**config.mk**
```make
export PLATFORM = sky130hd
export DESIGN_NAME = imm_gen_pipe
export DESIGN_NICKNAME = d
export VERILOG_FILES = /design/src/rtl/imm_gen_pkg.sv /design/src/rtl/imm_extract.sv /design/src/rtl/imm_gen_pipe.sv
export SDC_FILE = /design/constraint.sdc
export NUM_CORES = 1
export LEC_CHECK = 0
export ABC_CLOCK_PERIOD_IN_PS = 6000
export BUFFER_PORTS_ARGS = -buffer_cell sky130_fd_sc_hd__clkbuf_2
export CAP_MARGIN = 25
export CORE_ASPECT_RATIO = 0.75
export CORE_MARGIN = 2
export CORE_UTILIZATION = 25
export CTS_CLUSTER_SIZE = 30
export DETAILED_ROUTE_END_ITERATION = 8
export RECOVER_POWER = 100
export SETUP_SLACK_MARGIN = 0.1
export SYNTH_ARGS = -nofsm -noshare
export SYNTH_HDL_FRONTEND = slang
export SYNTH_SLANG_ARGS = --single-unit
```
**constraint.sdc**
```tcl
create_clock -name clk -period 6 [get_ports clk]
set_clock_uncertainty 0.15 [all_clocks]
set_input_delay 1.2 -clock clk [delete_from_list [all_inputs] [get_ports clk]]
set_output_delay 1.2 -clock clk [all_outputs]
set_load 0.005 [all_outputs]
```
**src/rtl/imm_gen_pkg.sv**
```systemverilog
// imm_gen_pkg: opcodes, format encoding and pipeline entry type shared by the immediate generator
package imm_gen_pkg;
    localparam logic [6:0] LOAD      = 7'b0000011;
    localparam logic [6:0] STORE     = 7'b0100011;
    localparam logic [6:0] JAL       = 7'b1101111;
    localparam logic [6:0] JALR      = 7'b1100111;
    localparam logic [6:0] LUI       = 7'b0110111;
    localparam logic [6:0] AUIPC     = 7'b0010111;
    localparam logic [6:0] BRANCH    = 7'b1100011;
    localparam logic [6:0] OP_IMM    = 7'b0010011;
    localparam logic [6:0] OP_IMM_32 = 7'b0011011;
    localparam logic [6:0] SYSTEM    = 7'b1110011;
    localparam int MAX_XLEN  = 64;
    localparam int MAX_TAG_W = 64;
    typedef enum logic [2:0] {
        FMT_NONE, FMT_I, FMT_S, FMT_B, FMT_U, FMT_J, FMT_CSR_UIMM
    } fmt_t;
    typedef struct packed {
        logic [MAX_XLEN-1:0]  imm;
        fmt_t                 fmt;
        logic                 illegal;
        logic [MAX_TAG_W-1:0] tag;
    } entry_t;
endpackage

```
**src/rtl/imm_extract.sv**
```systemverilog
// imm_extract: combinational immediate/format decode; IMM_GEN_CSR_UIMM_EN enables CSR uimm extraction
module imm_extract import imm_gen_pkg::*; #(
    parameter int XLEN = 32
) (
    input  logic [31:0]     instr,
    output logic [XLEN-1:0] imm,
    output logic [2:0]      fmt,
    output logic            illegal
);
`ifdef IMM_GEN_CSR_UIMM_EN
    localparam bit CSR_EN = 1'b1;
`else
    localparam bit CSR_EN = 1'b0;
`endif
    logic [6:0] op;
    fmt_t f;
    logic signed [31:0] v;
    always_comb begin
        op = instr[6:0];
        f = (op == LOAD || op == OP_IMM || op == JALR || (XLEN == 64 && op == OP_IMM_32)) ? FMT_I :
            op == STORE ? FMT_S :
            op == BRANCH ? FMT_B :
            (op == LUI || op == AUIPC) ? FMT_U :
            op == JAL ? FMT_J :
            (CSR_EN && op == SYSTEM && instr[14]) ? FMT_CSR_UIMM : FMT_NONE;
        illegal = f == FMT_NONE && !(CSR_EN && op == SYSTEM);
        v = f == FMT_I ? {{20{instr[31]}}, instr[31:20]} :
            f == FMT_S ? {{20{instr[31]}}, instr[31:25], instr[11:7]} :
            f == FMT_B ? {{19{instr[31]}}, instr[31], instr[7], instr[30:25], instr[11:8], 1'b0} :
            f == FMT_J ? {{11{instr[31]}}, instr[31], instr[19:12], instr[20], instr[30:21], 1'b0} :
            f == FMT_U ? {instr[31:12], 12'b0} : 32'sd0;
        imm = f == FMT_CSR_UIMM ? XLEN'(instr[19:15]) : XLEN'(v);
        fmt = f;
    end
endmodule

```
**src/rtl/imm_gen_pipe.sv**
```systemverilog
// imm_gen_pipe: registered immediate generator with skid buffer, flush and illegal counter (IMM_GEN_CSR_UIMM_EN)
module imm_gen_pipe import imm_gen_pkg::*; #(
    parameter int XLEN  = 32,
    parameter int TAG_W = 32,
    parameter int CNT_W = 16
) (
    input  logic             clk,
    input  logic             rst,
    input  logic             flush_i,
    input  logic             in_valid_i,
    output logic             in_ready_o,
    input  logic [31:0]      instr_i,
    input  logic [TAG_W-1:0] tag_i,
    output logic             out_valid_o,
    input  logic             out_ready_i,
    output logic [XLEN-1:0]  imm_o,
    output logic [2:0]       fmt_o,
    output logic             illegal_o,
    output logic [TAG_W-1:0] tag_o,
    output logic [CNT_W-1:0] ill_cnt_o
);
    logic [XLEN-1:0] x_imm;
    logic [2:0] x_fmt;
    logic x_ill, out_v, skid_v, acc, load, unused_hi;
    entry_t out_q, skid_q, in_e;
    imm_extract #(.XLEN(XLEN)) u_ext (.instr(instr_i), .imm(x_imm), .fmt(x_fmt), .illegal(x_ill));
    always_comb begin
        in_e = '{imm: MAX_XLEN'(x_imm), fmt: fmt_t'(x_fmt), illegal: x_ill, tag: MAX_TAG_W'(tag_i)};
        acc  = in_valid_i && in_ready_o;
        load = !out_v || out_ready_i;
    end
    assign in_ready_o  = !skid_v && !flush_i;
    assign out_valid_o = out_v;
    assign imm_o       = out_q.imm[XLEN-1:0];
    assign fmt_o       = out_q.fmt;
    assign illegal_o   = out_q.illegal;
    assign tag_o       = out_q.tag[TAG_W-1:0];
    assign unused_hi   = ^{out_q.imm, out_q.tag};
    always_ff @(posedge clk) begin
        if (rst) begin
            out_q     <= '0;
            skid_q    <= '0;
            out_v     <= 1'b0;
            skid_v    <= 1'b0;
            ill_cnt_o <= '0;
        end else begin
            if (acc && x_ill && ill_cnt_o != '1) ill_cnt_o <= ill_cnt_o + CNT_W'(1);
            if (flush_i) begin
                out_v  <= 1'b0;
                skid_v <= 1'b0;
            end else if (load) begin
                out_v  <= skid_v || acc;
                skid_v <= 1'b0;
                if (skid_v) out_q <= skid_q;
                else if (acc) out_q <= in_e;
            end else if (acc) begin
                skid_v <= 1'b1;
                skid_q <= in_e;
            end
        end
    end
endmodule

```
==> reports/metrics.cfg <==
[outcome]
status=complete, but fails checks
violations=capacitance limit, slew limit

[die]
die_width_um=193
die_h_um=146
core_box_area_sq_um=26200
die_area_sq_um=28200
placementRows=51
floorplan.initialDensity=0.256
design.portCount=155

[cells_and_area]
layout.cells.most_common=sky130_fd_sc_hd__dfxtp_1
nNetsFinal=973
seq_area_sq_um=3090
antenna_cells_inserted=0
post_route_cells_drive_above_1_share=0.167
fin_area_sq_um=8300
utilization=0.317
commonest_cells_after_routing_fill_and_taps_aside=sky130_fd_sc_hd__dfxtp_1, sky130_fd_sc_hd__nand2_1, sky130_fd_sc_hd__clkbuf_2
post_synthesis_to_final_layout_area_growth_pct=23.8
filler_cell_count=2787
multi_input_comb_area_sq_um=3320

[sta]
fin_ws_ns=2.00
hold_viol=0
period_share=0.666
timing.final.setup_violations=0
fmax_mhz=250
final-max-slew-violation-count=141
post-route-min-period_ns=4.00
unrepaired_setup_endpoints_after_global_routing=false
tightest_slew_ns=1.75
setup-tns-final_ns=0
timing.max_slew.rel_slack=-0.167

[grt]
grt_overflow=0
grt_util_all_layers=0.142
grt_pass1_vias=5708
grt_pass1_wl_um=31500
antenna_found_initial=0
grt_start_max_net_pins=108

[clocking]
worstSkewPairLatency_ns=0.43
count_of_hold_buffers_inserted_by_post_cts_repair=0
cts-htree-levels=4
postCtsSetupRepairBufs=0
tritoncts=built
clk_root_buffer_cell=sky130_fd_sc_hd__clkbuf_16
cts_repair_resizes=0
path_clk_slew_ns=0.07
cts_made_buffers=17
cts.sinks=154
max-clock-path-buffers=2

[detailed_routing]
count_of_antenna_violating_nets_left_after_detailed_routing=0
vias=6190
firstDrtPassIters=5
routed_wl_um=19700
post-route-drc-count=0
first_iter_violations=375
drt-vias-per-instance=4.91
routedWlPerCell_um=15.7

[power]
pwr_density_cell_nw_per_um2=288
totalPowerFinal_mw=2.39
ir_drop_mv=0.186
static-leakage-power_nw=2.92

[yosys]
synth_top_area_share=0.460
synth_top_cells_by_area=sky130_fd_sc_hd__dfxtp_1, sky130_fd_sc_hd__a211oi_1, sky130_fd_sc_hd__a21oi_1
synth_top_flop_cell=sky130_fd_sc_hd__dfxtp_1
synth-edff-count=0
postSynthAreaPerCell_sq_um=8.59
mappedNetlistArea_sq_um=6710
post_synth_inst_count=781
synth.yosys.warnings=0
synth.yosys.seq_area_share=0.460
ys_types=57
synth_fp_nets=851
postSynthRegisterBits=154
netlist.top_cell.by_area=sky130_fd_sc_hd__dfxtp_1
ys_async_sr_fraction=0

[worst_setup_path]
cp.arrival_ns=4.17
cp-end-kind=flop
cp_required_ns=6.17
path_class=primary input to flop
r2r_start=skid_v
crit_path_start=rst
worst_setup_path_start_kind=primary input
crit_fanout=73

[hold_path]
hp-start=imm_o[3]
worstHoldPathType=flop to flop

[place]
placedInstanceArea_sq_um=7780
gpl.final_weighted_congestion=0.777
buffers_added_on_ports=154
dp.final_hpwl_um=13100
dp_worst_setup_slack_ns=2.42

[run]
drv_cap=3

power breakdown:
part	leakage, nW	internal [mW]	switching (mW)
Sequential	1.25	1.05	0.0175
Clock	0.295	0.687	0.447
Combinational	1.38	0.0713	0.115
Total	2.92	1.81	0.579
worst max-delay path, cell delays in order:
cell and delay (ns):
sky130_fd_sc_hd__clkbuf_1 1.23, sky130_fd_sc_hd__clkbuf_2 1.29, sky130_fd_sc_hd__nor2b_1 0.10, sky130_fd_sc_hd__mux2_1 0.33
cell usage after synthesis, types with 4 or more instances:
cell type                  count
sky130_fd_sc_hd__a311oi_1      4
sky130_fd_sc_hd__clkbuf_1     44
sky130_fd_sc_hd__nand2_1     102
sky130_fd_sc_hd__nor4_1        5
sky130_fd_sc_hd__nor3_1        8
sky130_fd_sc_hd__o22ai_2       8
sky130_fd_sc_hd__o21ai_0      23
sky130_fd_sc_hd__a21o_1       10
sky130_fd_sc_hd__nor2b_1       8
sky130_fd_sc_hd__a211oi_1     68
sky130_fd_sc_hd__mux2i_1      33
sky130_fd_sc_hd__or3_1         7
sky130_fd_sc_hd__a22o_1       14
sky130_fd_sc_hd__dfxtp_1     154
sky130_fd_sc_hd__or4_1         5
sky130_fd_sc_hd__nand3_1      19
sky130_fd_sc_hd__a21oi_1      90
sky130_fd_sc_hd__nand3b_1     17
sky130_fd_sc_hd__inv_1         9
sky130_fd_sc_hd__nor2_1       79
sky130_fd_sc_hd__and3_1       11
sky130_fd_sc_hd__buf_2        11
flip-flops by register name, indices dropped and copies added, names as in the netlist:
name         count
out_valid_o      1
skid_q          68
skid_v           1
fmt_o            3
illegal_o        1
imm_o           32
ill_cnt_o       16
tag_o           32
path summary, 6_finish.rpt:
check	endpoint	slack [ns]	cells past startpoint
worst max register to register	skid_q[68]	2.38	6
worst min register to register	imm_o[3]	0.30	2
worst min-delay path	imm_o[3]	0.30	2
worst max-delay path	ill_cnt_o[10]	2.00	4
final cells by class:
type,instances,area share
multi-input combinational,557,0.399
sequential,154,0.372
timing repair buffer,164,0.0991
clock buffer,21,0.0567
tap,344,0.0518
clock inverter,11,0.0172
inverter,9,0.00407
metal layers:
metal | routed length, um | global-route usage | vias to the layer above | share of wire
met5 | 0 | 0 | - | 0
li1 | - | - | 3069 | -
met1 | 9830 | 0.207 | 2939 | 0.50
met3 | 1200 | 0.0342 | 10 | 0.061
met4 | 234 | 0.0432 | 0 | 0.012
met2 | 8480 | 0.206 | 172 | 0.43
cells by family (layout without fill, tap and decap cells):
kind of cell	Yosys count	in the layout	share of synthesized area
XOR/XNOR	2	2	0.00261
multiplexers	37	37	0.0560
flip-flops	154	154	0.460
buffers and inverters	70	205	0.0446
AND/OR/NAND/NOR	280	280	0.197
AO/OA/AOI/OAI	237	237	0.239
adder cells (fa/ha/maj)	1	1	0.00187
metrics by stage:
| step | hold slack (ns) | cells |
|---|---|---|
| floorplan | 0.285 | 781 |
| global placement | 0.291 | 1225 |
| detailed placement | 0.297 | 1227 |
| CTS | 0.306 | 1259 |
| global route | 0.322 | 1260 |
| finish | 0.304 | 1260 |
No activity file was read; power rests on OpenSTA's default activity.
